<file path="config.mk">
export PLATFORM = sky130hd
export DESIGN_NAME = csa_resolver
export DESIGN_NICKNAME = d
export VERILOG_FILES = /design/src/rtl/csa_resolver.sv
export SDC_FILE = /design/constraint.sdc
export NUM_CORES = 1
export LEC_CHECK = 0
export CAP_MARGIN = 20
export CORE_MARGIN = 3
export CORE_UTILIZATION = 55
export DETAILED_ROUTE_END_ITERATION = 12
export MAX_ROUTING_LAYER = met4
export PLACE_DENSITY = 0.91
export SYNTH_ARGS = -nofsm -noshare
export SYNTH_HDL_FRONTEND = slang
export SYNTH_SLANG_ARGS = --single-unit
</file>
<file path="constraint.sdc">
create_clock -name clk -period 5.7 [get_ports clk]
set_clock_uncertainty 0.05 [all_clocks]
set_input_delay 1.71 -clock clk [delete_from_list [all_inputs] [get_ports clk]]
set_output_delay 1.71 -clock clk [all_outputs]
set_load 0.005 [all_outputs]
</file>
<file path="src/rtl/csa_resolver.sv">
// csa_resolver
// Resolves a redundant (sum, carry) pair from a carry-save stage into an exact
// binary value, CHUNK bits per clock, so the carry chain per cycle is only one
// CHUNK-bit adder plus a carry flop.
//
// Ports
//   clk        rising-edge clock
//   rst_n      asynchronous active-low reset
//   in_valid   sum_in/carry_in valid
//   in_ready   block can accept a pair (registered, high only in IDLE)
//   sum_in     redundant sum vector, bit i weight 2^i
//   carry_in   redundant carry vector, bit i weight 2^(i+1)
//   out_valid  result valid (registered)
//   out_ready  downstream accepts result
//   result     sum_in + 2*carry_in, N+2 bits, exact
//
// State  | meaning
// IDLE   | waiting for a pair; in_ready high after the first post-reset edge
// RUN    | resolving chunk k each cycle, carry held in cf
// DONE   | result presented, waiting for out_ready
module csa_resolver #(
    parameter int N     = 8,
    parameter int CHUNK = 4
) (
    input  logic           clk,
    input  logic           rst_n,
    input  logic           in_valid,
    output logic           in_ready,
    input  logic [N-1:0]   sum_in,
    input  logic [N-1:0]   carry_in,
    output logic           out_valid,
    input  logic           out_ready,
    output logic [N+1:0]   result
);

    localparam int NCH = N / CHUNK;
    localparam int KW  = (NCH > 1) ? $clog2(NCH) : 1;
    localparam logic [KW-1:0] K_LAST = KW'(NCH - 1);

    typedef enum logic [1:0] {
        ST_IDLE,
        ST_RUN,
        ST_DONE
    } state_t;

    state_t          state_q, state_d;
    logic [N-1:0]    s_q, s_d;
    logic [N:0]      c_q, c_d;
    logic [KW-1:0]   k_q, k_d;
    logic            cf_q, cf_d;
    logic [N-1:0]    acc_q, acc_d;
    logic [N+1:0]    result_q, result_d;
    logic            in_ready_q, in_ready_d;
    logic            out_valid_q, out_valid_d;

    logic [31:0]     base;
    logic [CHUNK-1:0] s_chunk;
    logic [CHUNK-1:0] c_chunk;
    logic [CHUNK:0]  chunk_sum;
    logic [N-1:0]    chunk_mask;
    logic [1:0]      top2;
    logic            last_chunk;
    logic            accept;

    // Chunk selection is done with shifts so the select logic stays a simple
    // barrel indexed by k.
    always_comb begin
        base       = 32'(k_q) * 32'(CHUNK);
        s_chunk    = CHUNK'(s_q >> base);
        c_chunk    = CHUNK'(c_q >> base);
        chunk_sum  = {1'b0, s_chunk} + {1'b0, c_chunk} + {{CHUNK{1'b0}}, cf_q};
        chunk_mask = N'({CHUNK{1'b1}}) << base;
        // C[N] is the carry vector's MSB shifted past the sum width; it only
        // meets the last chunk's carry-out in the top two result bits.
        top2       = {1'b0, c_q[N]} + {1'b0, chunk_sum[CHUNK]};
        last_chunk = (k_q == K_LAST);
        accept     = in_valid && in_ready_q;
    end

    always_comb begin
        state_d     = state_q;
        s_d         = s_q;
        c_d         = c_q;
        k_d         = k_q;
        cf_d        = cf_q;
        acc_d       = acc_q;
        result_d    = result_q;
        in_ready_d  = in_ready_q;
        out_valid_d = out_valid_q;

        case (state_q)
            ST_IDLE: begin
                in_ready_d  = 1'b1;
                out_valid_d = 1'b0;
                if (accept) begin
                    s_d        = sum_in;
                    c_d        = {carry_in, 1'b0};
                    k_d        = '0;
                    cf_d       = 1'b0;
                    in_ready_d = 1'b0;
                    state_d    = ST_RUN;
                end
            end
            ST_RUN: begin
                in_ready_d = 1'b0;
                acc_d      = (acc_q & ~chunk_mask) | (N'(chunk_sum[CHUNK-1:0]) << base);
                cf_d       = chunk_sum[CHUNK];
                k_d        = k_q + 1'b1;
                if (last_chunk) begin
                    result_d    = {top2, acc_d};
                    out_valid_d = 1'b1;
                    k_d         = '0;
                    state_d     = ST_DONE;
                end
            end
            ST_DONE: begin
                out_valid_d = 1'b1;
                in_ready_d  = 1'b0;
                if (out_ready) begin
                    out_valid_d = 1'b0;
                    in_ready_d  = 1'b1;
                    state_d     = ST_IDLE;
                end
            end
            default: begin
                state_d     = ST_IDLE;
                in_ready_d  = 1'b0;
                out_valid_d = 1'b0;
            end
        endcase
    end

    always_ff @(posedge clk or negedge rst_n) begin
        if (!rst_n) begin
            state_q     <= ST_IDLE;
            s_q         <= '0;
            c_q         <= '0;
            k_q         <= '0;
            cf_q        <= 1'b0;
            acc_q       <= '0;
            result_q    <= '0;
            in_ready_q  <= 1'b0;
            out_valid_q <= 1'b0;
        end else begin
            state_q     <= state_d;
            s_q         <= s_d;
            c_q         <= c_d;
            k_q         <= k_d;
            cf_q        <= cf_d;
            acc_q       <= acc_d;
            result_q    <= result_d;
            in_ready_q  <= in_ready_d;
            out_valid_q <= out_valid_d;
        end
    end

    assign in_ready  = in_ready_q;
    assign out_valid = out_valid_q;
    assign result    = result_q;

endmodule

</file>
# Yosys cells after proc, flatten, opt, wreduce, memory -nomap -nowiden
# Index checks and enable logic that the tools add are counted.
totals:
  reg_bits: 40
  elab_cells: 46
classes:
  addsub: 4
  eq_ne: 5
  shifts: 4
  n_mux: 14
  n_bitwise: 3
  reduce_logical: 7
ops:
  columns: ["cell", "n"]
  rows:
  - [">> shifter 9 x 3 -> 4 bit", 1]
  - ["bitwise AND 8 bit", 1]
  - ["NOT 8 bit", 1]
  - ["bitwise OR 8 bit", 1]
  - ["case mux 1 bit (2 select lines)", 4]
  - ["left shift 4 x 3 -> 8 bit", 1]
  - ["left shift 4 x 3 -> 8 bit (first input constant)", 1]
  - [">> shifter 8 x 3 -> 4 bit", 1]
  - ["2-to-1 mux 1 bit", 6]
  - ["2-to-1 mux 2 bit", 3]
  - ["inequality test 2 bit (second input constant)", 3]
  - ["case mux 2 bit (3 select lines)", 1]
  - ["AND reduction 2 bit", 3]
  - ["adder 4 x 4 -> 5 bit", 1]
  - ["adder 5 x 1 -> 5 bit", 1]
  - ["AND reduction 3 bit", 1]
  - ["adder 1 x 1 -> 2 bit", 1]
  - ["equality test 2 x 1 -> 1 bit (second input constant)", 1]
  - ["equality test 2 bit (second input constant)", 1]
  - ["zero test 2 bit", 1]
  - ["nonzero test 2 bit", 1]
  - ["adder 1 bit (second input constant)", 1]
  - ["logical AND 1 bit", 1]

# Depth between registers and ports, before layout
# Gate-level depths: netlist of the first run.
logic_depth:
  ltp_word: 5
  ltp_mapped: 10
  depth_no_buf: 9

# Least setup slack after synthesis of the first run
# No wires, ideal clock.
synth_path:
  kind: "input port to flip-flop"
  from: "input port in_valid"
  to: "register c_q[3]"
  t_arrival_ns: 2.335
  path_slack_ns: 3.191
  stages: 3
  path_cell_list: "nand3_2 -> buf_6 -> mux2_2"
synth_between:
  elab_chain_cells: 2
synth_rtl:
  columns: ["item", "line", "source"]
  rows:
  - ["from (decl)", "27", "input logic in_valid,"]
  - ["logical AND 1 bit", "77", "accept = in_valid && in_ready_q;"]
  - ["AND reduction 2 bit (no line)", null, null]
  - ["to (signal assigned)", "137", "c_q <= '0;"]
  - ["to (signal assigned)", "147", "c_q <= c_d;"]
  - ["to (decl)", "48", "logic [N:0] c_q, c_d;"]
# No other way between the ends.
# A chain may end at the register's enable or synchronous reset.

# Worst setup path in the final report of the first run
layout_path:
  from: "register in_ready_q (netlist: in_ready)"
  to: "output port in_ready"
layout_rtl:
  columns: ["item", "line", "source"]
  rows:
  - ["from (decl)", "53", "logic in_ready_q, in_ready_d;"]
  - ["from (signal assigned)", "152", "in_ready_q <= in_ready_d;"]
  - ["to (decl)", "28", "output logic in_ready,"]
# No word-level cell between the ends.

==> results.md, run 1 <==
* Hold Vio Cnt, Final at 0
* Post-route DRC violation count at 0
* Peak supply drop at 0.000329 V
* Final net count at 213
* Core ar. at 3080 sq um
* RR Startpoint: k_q
* Worst hold start: result[0]
* Crit path cell chain: clkdlybuf4s50_1
* Final setup viols at 0
* FP Rows at 20
* First-pass GRT wire length at 5.46 mm
* Wire per inst at 14.0 microns
* Total number of vias at 1201
* Via/cell ratio at 5.27
* Num ports at 32
* CP startpoint kind: flip-flop
* Area grow syn2layout at 22.7%
* CTS root buf: clkbuf_4
* Total congestion overflow at 0
* Total of max-cap violations at 0
* Pin count of the biggest net entering global routing at 37
* Clock Latency Late Sink at 0.34 ns
* GP Congestion at 0.839
* Type of the worst min-delay path: flip-flop to flip-flop
* Post-route ant nets at 0
* WP data arrival at 1.25 ns
* Most frequent cell after synthesis: dfrtp_1
* Kind of critical path: flip-flop to output pin
* Outcome: complete, no violations
* Die height at 62.9 microns
* Initial Utilization at 57.8%
* Post-Layout Cell Count at 228
* Post-CTS Setup Inserts at 0
* Post-route cell area at 2180 sq um
* Cell Count Post-Placement at 221
* Min Tclk post-route at 3.01 ns
* Multi-input logic area at 823 sq um
* Crit-path slowest cell: clkdlybuf4s50_1
* PwrDens at 581 nW/um^2
* Placement Cell Area at 2120 sq um
* Starting DRT DRC Count at 44
* Post-synthesis cell count at 150
* Number of CTS-inserted buffers at 5
* Ys Warns at 0
* Library cells used by synthesis at 32
* Dominant cells by area after synthesis: dfrtp_1 51%, mux2_2 11%, nand2_1 6.7%, mux2_4 5.9%, ha_1 4.9%
* TNS Setup at 0 ns
* RSZ-0062 raised after global routing: false
* # hold bufs at CTS at 0
* Final slew viol count at 0
* CP max FO at 3
* CTS sink count at 36
* Antenna violations before repair at 0
* FF+latch count, synth at 36
* Fillcell total at 236
* Crit path from: in_ready
* Drt pass-1 iters at 4
* Fmax at 0.332 GHz
* Most used DFF post-synth: dfrtp_1
* Cell taking the most area after synthesis: dfrtp_1
* Syn avg cell area at 11.9 sq um
* Mapped Area at 1780 sq um
* Slew @ Worst Pin at 0.591 ns
* Delay-heaviest family, CP: buffers and inverters
* Register area at 901 sq um
* Post-synth EDFFs at 0
* HPWL Detailed at 2.44 mm
* Async set-reset flop share out of synthesis at 100%
* Sequential area share after synthesis at 50.6%
* Crit. End Element: output pin
* Pleak at 1.01 nW
* Slew margin rel. at 60.6%
* Fin crit share at 52.8%
* Required time of the critical path at 3.94 ns
* Port Buffers at 31
* Total Wirelength at 3.19 mm
* Max incr delay on CP at 0.52 ns
* Fraction of layout cells with a size suffix above 1 at 20.1%
* GR Util All Layers at 18.3%
* Antenna diode count at 0
* Clock Pin Slew Worst Setup and Hold Paths at 0.10 ns
* Syn nets at 179
* CTS tree: yes
* Layout Utilization at 71.0%
* Longest Clk Path Bufs at 2
* Top cells by count, synth: 36 x dfrtp_1, 32 x nand2_1, 17 x mux2_2, 7 x ha_1, 7 x mux2_4
* Htree depth at 2
* Buffers and inverters on the worst path at 1
* Synth top area share at 50.6%
* Die area at 3960 sq um
* DIE WIDTH at 62.9 microns
* Vias in the first global route at 1239
* Cts repair resizes at 0
state kept, by name, indices dropped and copies added (netlist names):
name,count
acc_q,4
c_q,8
out_valid,1
s_q,8
in_ready,1
result,10
k_q,1
cf_q,1
state_q,2
path summary, 6_finish.rpt:
kind                              to  slack [ns]  cells after the start
max                         in_ready        2.69                      1
min                        result[0]        0.43                      2
max reg2reg                result[8]        3.19                      9
min reg2reg                result[0]        0.43                      2
max in group asynchronous     s_q[6]        3.55                      2
min in group asynchronous   acc_q[3]        1.73                      2
layout make-up:
type | instances | share of cell area (%)
clock buffers | 7 | 2.98
inverters | 6 | 1.03
multi-input cells | 103 | 37.7
flip-flops and latches | 36 | 41.2
well taps | 44 | 2.52
repair buffers | 32 | 14.5
per-stage QoR:
step           hold WS, ns  power, mW  worst slack (ns)
3_5_place_dp         0.414       1.13              2.47
3_3_place_gp         0.400       1.08              2.55
5_1_grt              0.455       1.37              2.65
6_report             0.434       1.27              2.69
2_1_floorplan        0.389      0.926              3.19
4_1_cts              0.440       1.28              2.67
routing by layer:
metal | track usage, % | vias to the layer above | part of all wire [%]
met5 | - | - | 0
met4 | 7.44 | 0 | 1.8
met3 | 5.22 | 6 | 4.9
met2 | 30.8 | 32 | 50
met1 | 20.3 | 578 | 44
li1 | - | 585 | -
cell families (layout without fill, tap and decap cells):
logic type,after synthesis,after routing,share of synthesized area (%)
simple gates,52,52,15.1
buf+inv,11,45,3.16
fa+ha+maj,9,9,7.17
xor+xnor,1,1,0.492
compound gates,16,16,6.25
flops,36,36,50.6
mux,25,25,17.2
power by group:
part | total [mW] | internal (mW) | switching (mW)
clock network | 0.151 | 0.0700 | 0.0811
registers | 0.464 | 0.379 | 0.0850
logic | 0.653 | 0.357 | 0.296
total | 1.27 | 0.807 | 0.462
layout by cell type (no fill, tap or decap), types with 3 or more instances in the layout:
cell type	instances
clkbuf_4	5
mux2_2	17
nor2b_1	3
nand2_1	32
nand3_1	3
o21ai_0	5
clkdlybuf4s50_1	31
mux2_4	7
dfrtp_1	36
inv_1	6
ha_1	7
(Power assumes the default switching activity.)
==> run 2, diff against run 1 <==
- CORE_UTILIZATION: 55 -> 51
- PLACE_DENSITY: 0.91 -> 0.86
- clock period: 5.7 -> 3 ns (I/O delays scaled with it)
==> run 2 against run 1 <==
Core utilization hardly changed. Register-to-register slack worse by 2.5 ns. First-iteration DRC count up 57%. Power rose by 110%. Cell area rose by 3.2%. Sequential power increased by 85%. Combinational power up 93%.
==> results.md, run 2 (same netlist as run 1, synthesis figures left out) <==
* Outcome: complete, no violations
* Final slew viol count at 0
* RSZ-0062 raised after global routing: false
* Cell Count Post-Placement at 222
* Worst Hold Path Cells at 2
* Total of max-cap violations at 0
* Sw frac at 33.5%
* Gate power share at 47.9%
* RR Startpoint: k_q
* Num ports at 32
* Max incr delay on CP at 0.54 ns
* Number of CTS-inserted buffers at 5
* Die area at 4240 sq um
* FP Rows at 20
* Worst hold start: result[2]
* Crit Reg-Reg Endpoint: result[8]
* Total number of vias at 1193
* CP startpoint kind: flip-flop
* Pin count of the biggest net entering global routing at 37
* Total Wirelength at 3.10 mm
* Total congestion overflow at 0
* CTS tree: yes
* Slew margin rel. at 69.2%
* Clock Latency Late Sink at 0.35 ns
* Leading cell type in the layout, fill and taps excluded: dfrtp_1
* # hold bufs at CTS at 0
* Crit. End Element: flip-flop
* Crit path cell chain: mux2i_1, fa_1, inv_1, fa_1, nand3_1, nand2_1, ha_1, nand2_1, nand2_1
* Crit-path slowest cell: dfrtp_1
* Longest Clk Path Bufs at 2
* Gr busiest metal: met2
* Grt met3 use at 5.37%
* Fraction of layout cells with a size suffix above 1 at 21.0%
* DIE WIDTH at 65.1 microns
* CP max FO at 8
* Htree depth at 2
* WP data arrival at 2.51 ns
* Fmax at 0.433 GHz
* Initial Utilization at 56.0%
* Buffers and inverters on the worst path at 1
* GRT met2 Usage at 28.6%
* Post-route ant nets at 0
* Vias in the first global route at 1194
* Fin crit share at 76.9%
* Post-CTS Setup Inserts at 0
* Pleak at 1.05 nW
* CTS root buf: clkbuf_4
* Crit-path most repeated cell: nand2_1
* Final net count at 214
* Delay-heaviest family, CP: adder cells
* First-pass GRT wire length at 5.53 mm
* WHS Endpoint: result[2]
* Area grow syn2layout at 26.6%
* Most frequent cells in the layout: 36 x dfrtp_1, 32 x nand2_1, 31 x clkdlybuf4s50_1
* Min Tclk post-route at 2.31 ns
* P_sw at 880 uW
* HPWL Detailed at 2.33 mm
* Worst r2r path cells at 9
* Post-route DRC violation count at 0
* Clk pwr share at 19.4%
* Slew @ Worst Pin at 0.462 ns
* Antenna diode count at 0
* Required time of the critical path at 3.21 ns
* CTS sink count at 36
* Grt met1 use at 21.4%
* Cell Int Power at 1.75 mW
* Hold Vio Cnt, Final at 0
* Wire per inst at 13.5 microns
* Type of the worst min-delay path: flip-flop to flip-flop
* Clock Pin Slew Worst Setup and Hold Paths at 0.11 ns
* Die height at 65.1 microns
* GP Congestion at 0.760
* Max reg flops at 10
* Via/cell ratio at 5.19
* Worst path depth at 9
* Post-Layout Cell Count at 230
* Core ar. at 3180 sq um
* Cts repair resizes at 0
* TNS Setup at 0 ns
* Final setup viols at 0
* Antenna violations before repair at 0
* Sequential share of power at 32.7%
* GR Util All Layers at 17.9%
* PwrDens at 1170 nW/um^2
* Port Buffers at 31
* Kind of critical path: flip-flop to flip-flop
* Starting DRT DRC Count at 69
* Peak supply drop at 0.000532 V
* Reg2reg setup slack at 0.69 ns
* Drt pass-1 iters at 4
-- run 2: cell type report --
cell class	instances	area (sq um)
clock inverter	3	90.1
tap	44	55.1
sequential	36	901
fill	239	923
timing repair buffer	33	325
clock buffer	5	37.5
inverter	6	22.5
multi-input combinational	103	823
-- run 2: worst register-to-register path: stages, from the launching register on --
cell and delay, ns:
dfrtp_1 0.54, mux2i_1 0.31, fa_1 0.27, inv_1 0.07, fa_1 0.39, nand3_1 0.10, nand2_1 0.10, ha_1 0.28
nand2_1 0.06, nand2_1 0.05
-- run 2: per-stage QoR --
step	area, sq um	util (%)	hold slack [ns]	power (mW)	setup slack, ns
2_1_floorplan	1780	-	0.389	1.76	0.774
3_3_place_gp	2130	66.9	0.400	2.07	0.650
3_5_place_dp	2130	66.9	0.411	2.14	0.590
4_1_cts	2250	70.9	0.440	2.66	0.646
5_1_grt	2250	70.9	0.464	2.85	0.544
6_report	2250	70.9	0.432	2.63	0.692
-- run 2: worst max path at each step --
stage                     startpoint         to  slack [ns]
after global placement      in_valid     c_q[2]        0.65
after floorplan                  k_q  result[8]        0.77
after CTS                        k_q  result[8]        0.65
after global routing             k_q  result[8]        0.54
final                            k_q  result[8]        0.69
after detailed placement    in_valid     c_q[7]        0.59
-- run 2: power by group through the flow --
stage / clock, mW / sequential, mW / combinational (mW)
floorplan: 0 / 0.838 / 0.923
global placement: 0 / 0.858 / 1.21
detailed placement: 0 / 0.870 / 1.27
CTS: 0.517 / 0.865 / 1.28
global route: 0.541 / 0.900 / 1.41
finish: 0.510 / 0.859 / 1.26
-- run 2: layer usage --
| layer | vias up | share of wire, % | wire, microns |
|---|---|---|---|
| li1 | 589 | - | - |
| met1 | 560 | 42 | 1300 |
| met2 | 36 | 50 | 1550 |
| met3 | 8 | 6.1 | 188 |
| met4 | 0 | 1.8 | 56 |
| met5 | - | 0 | 0 |
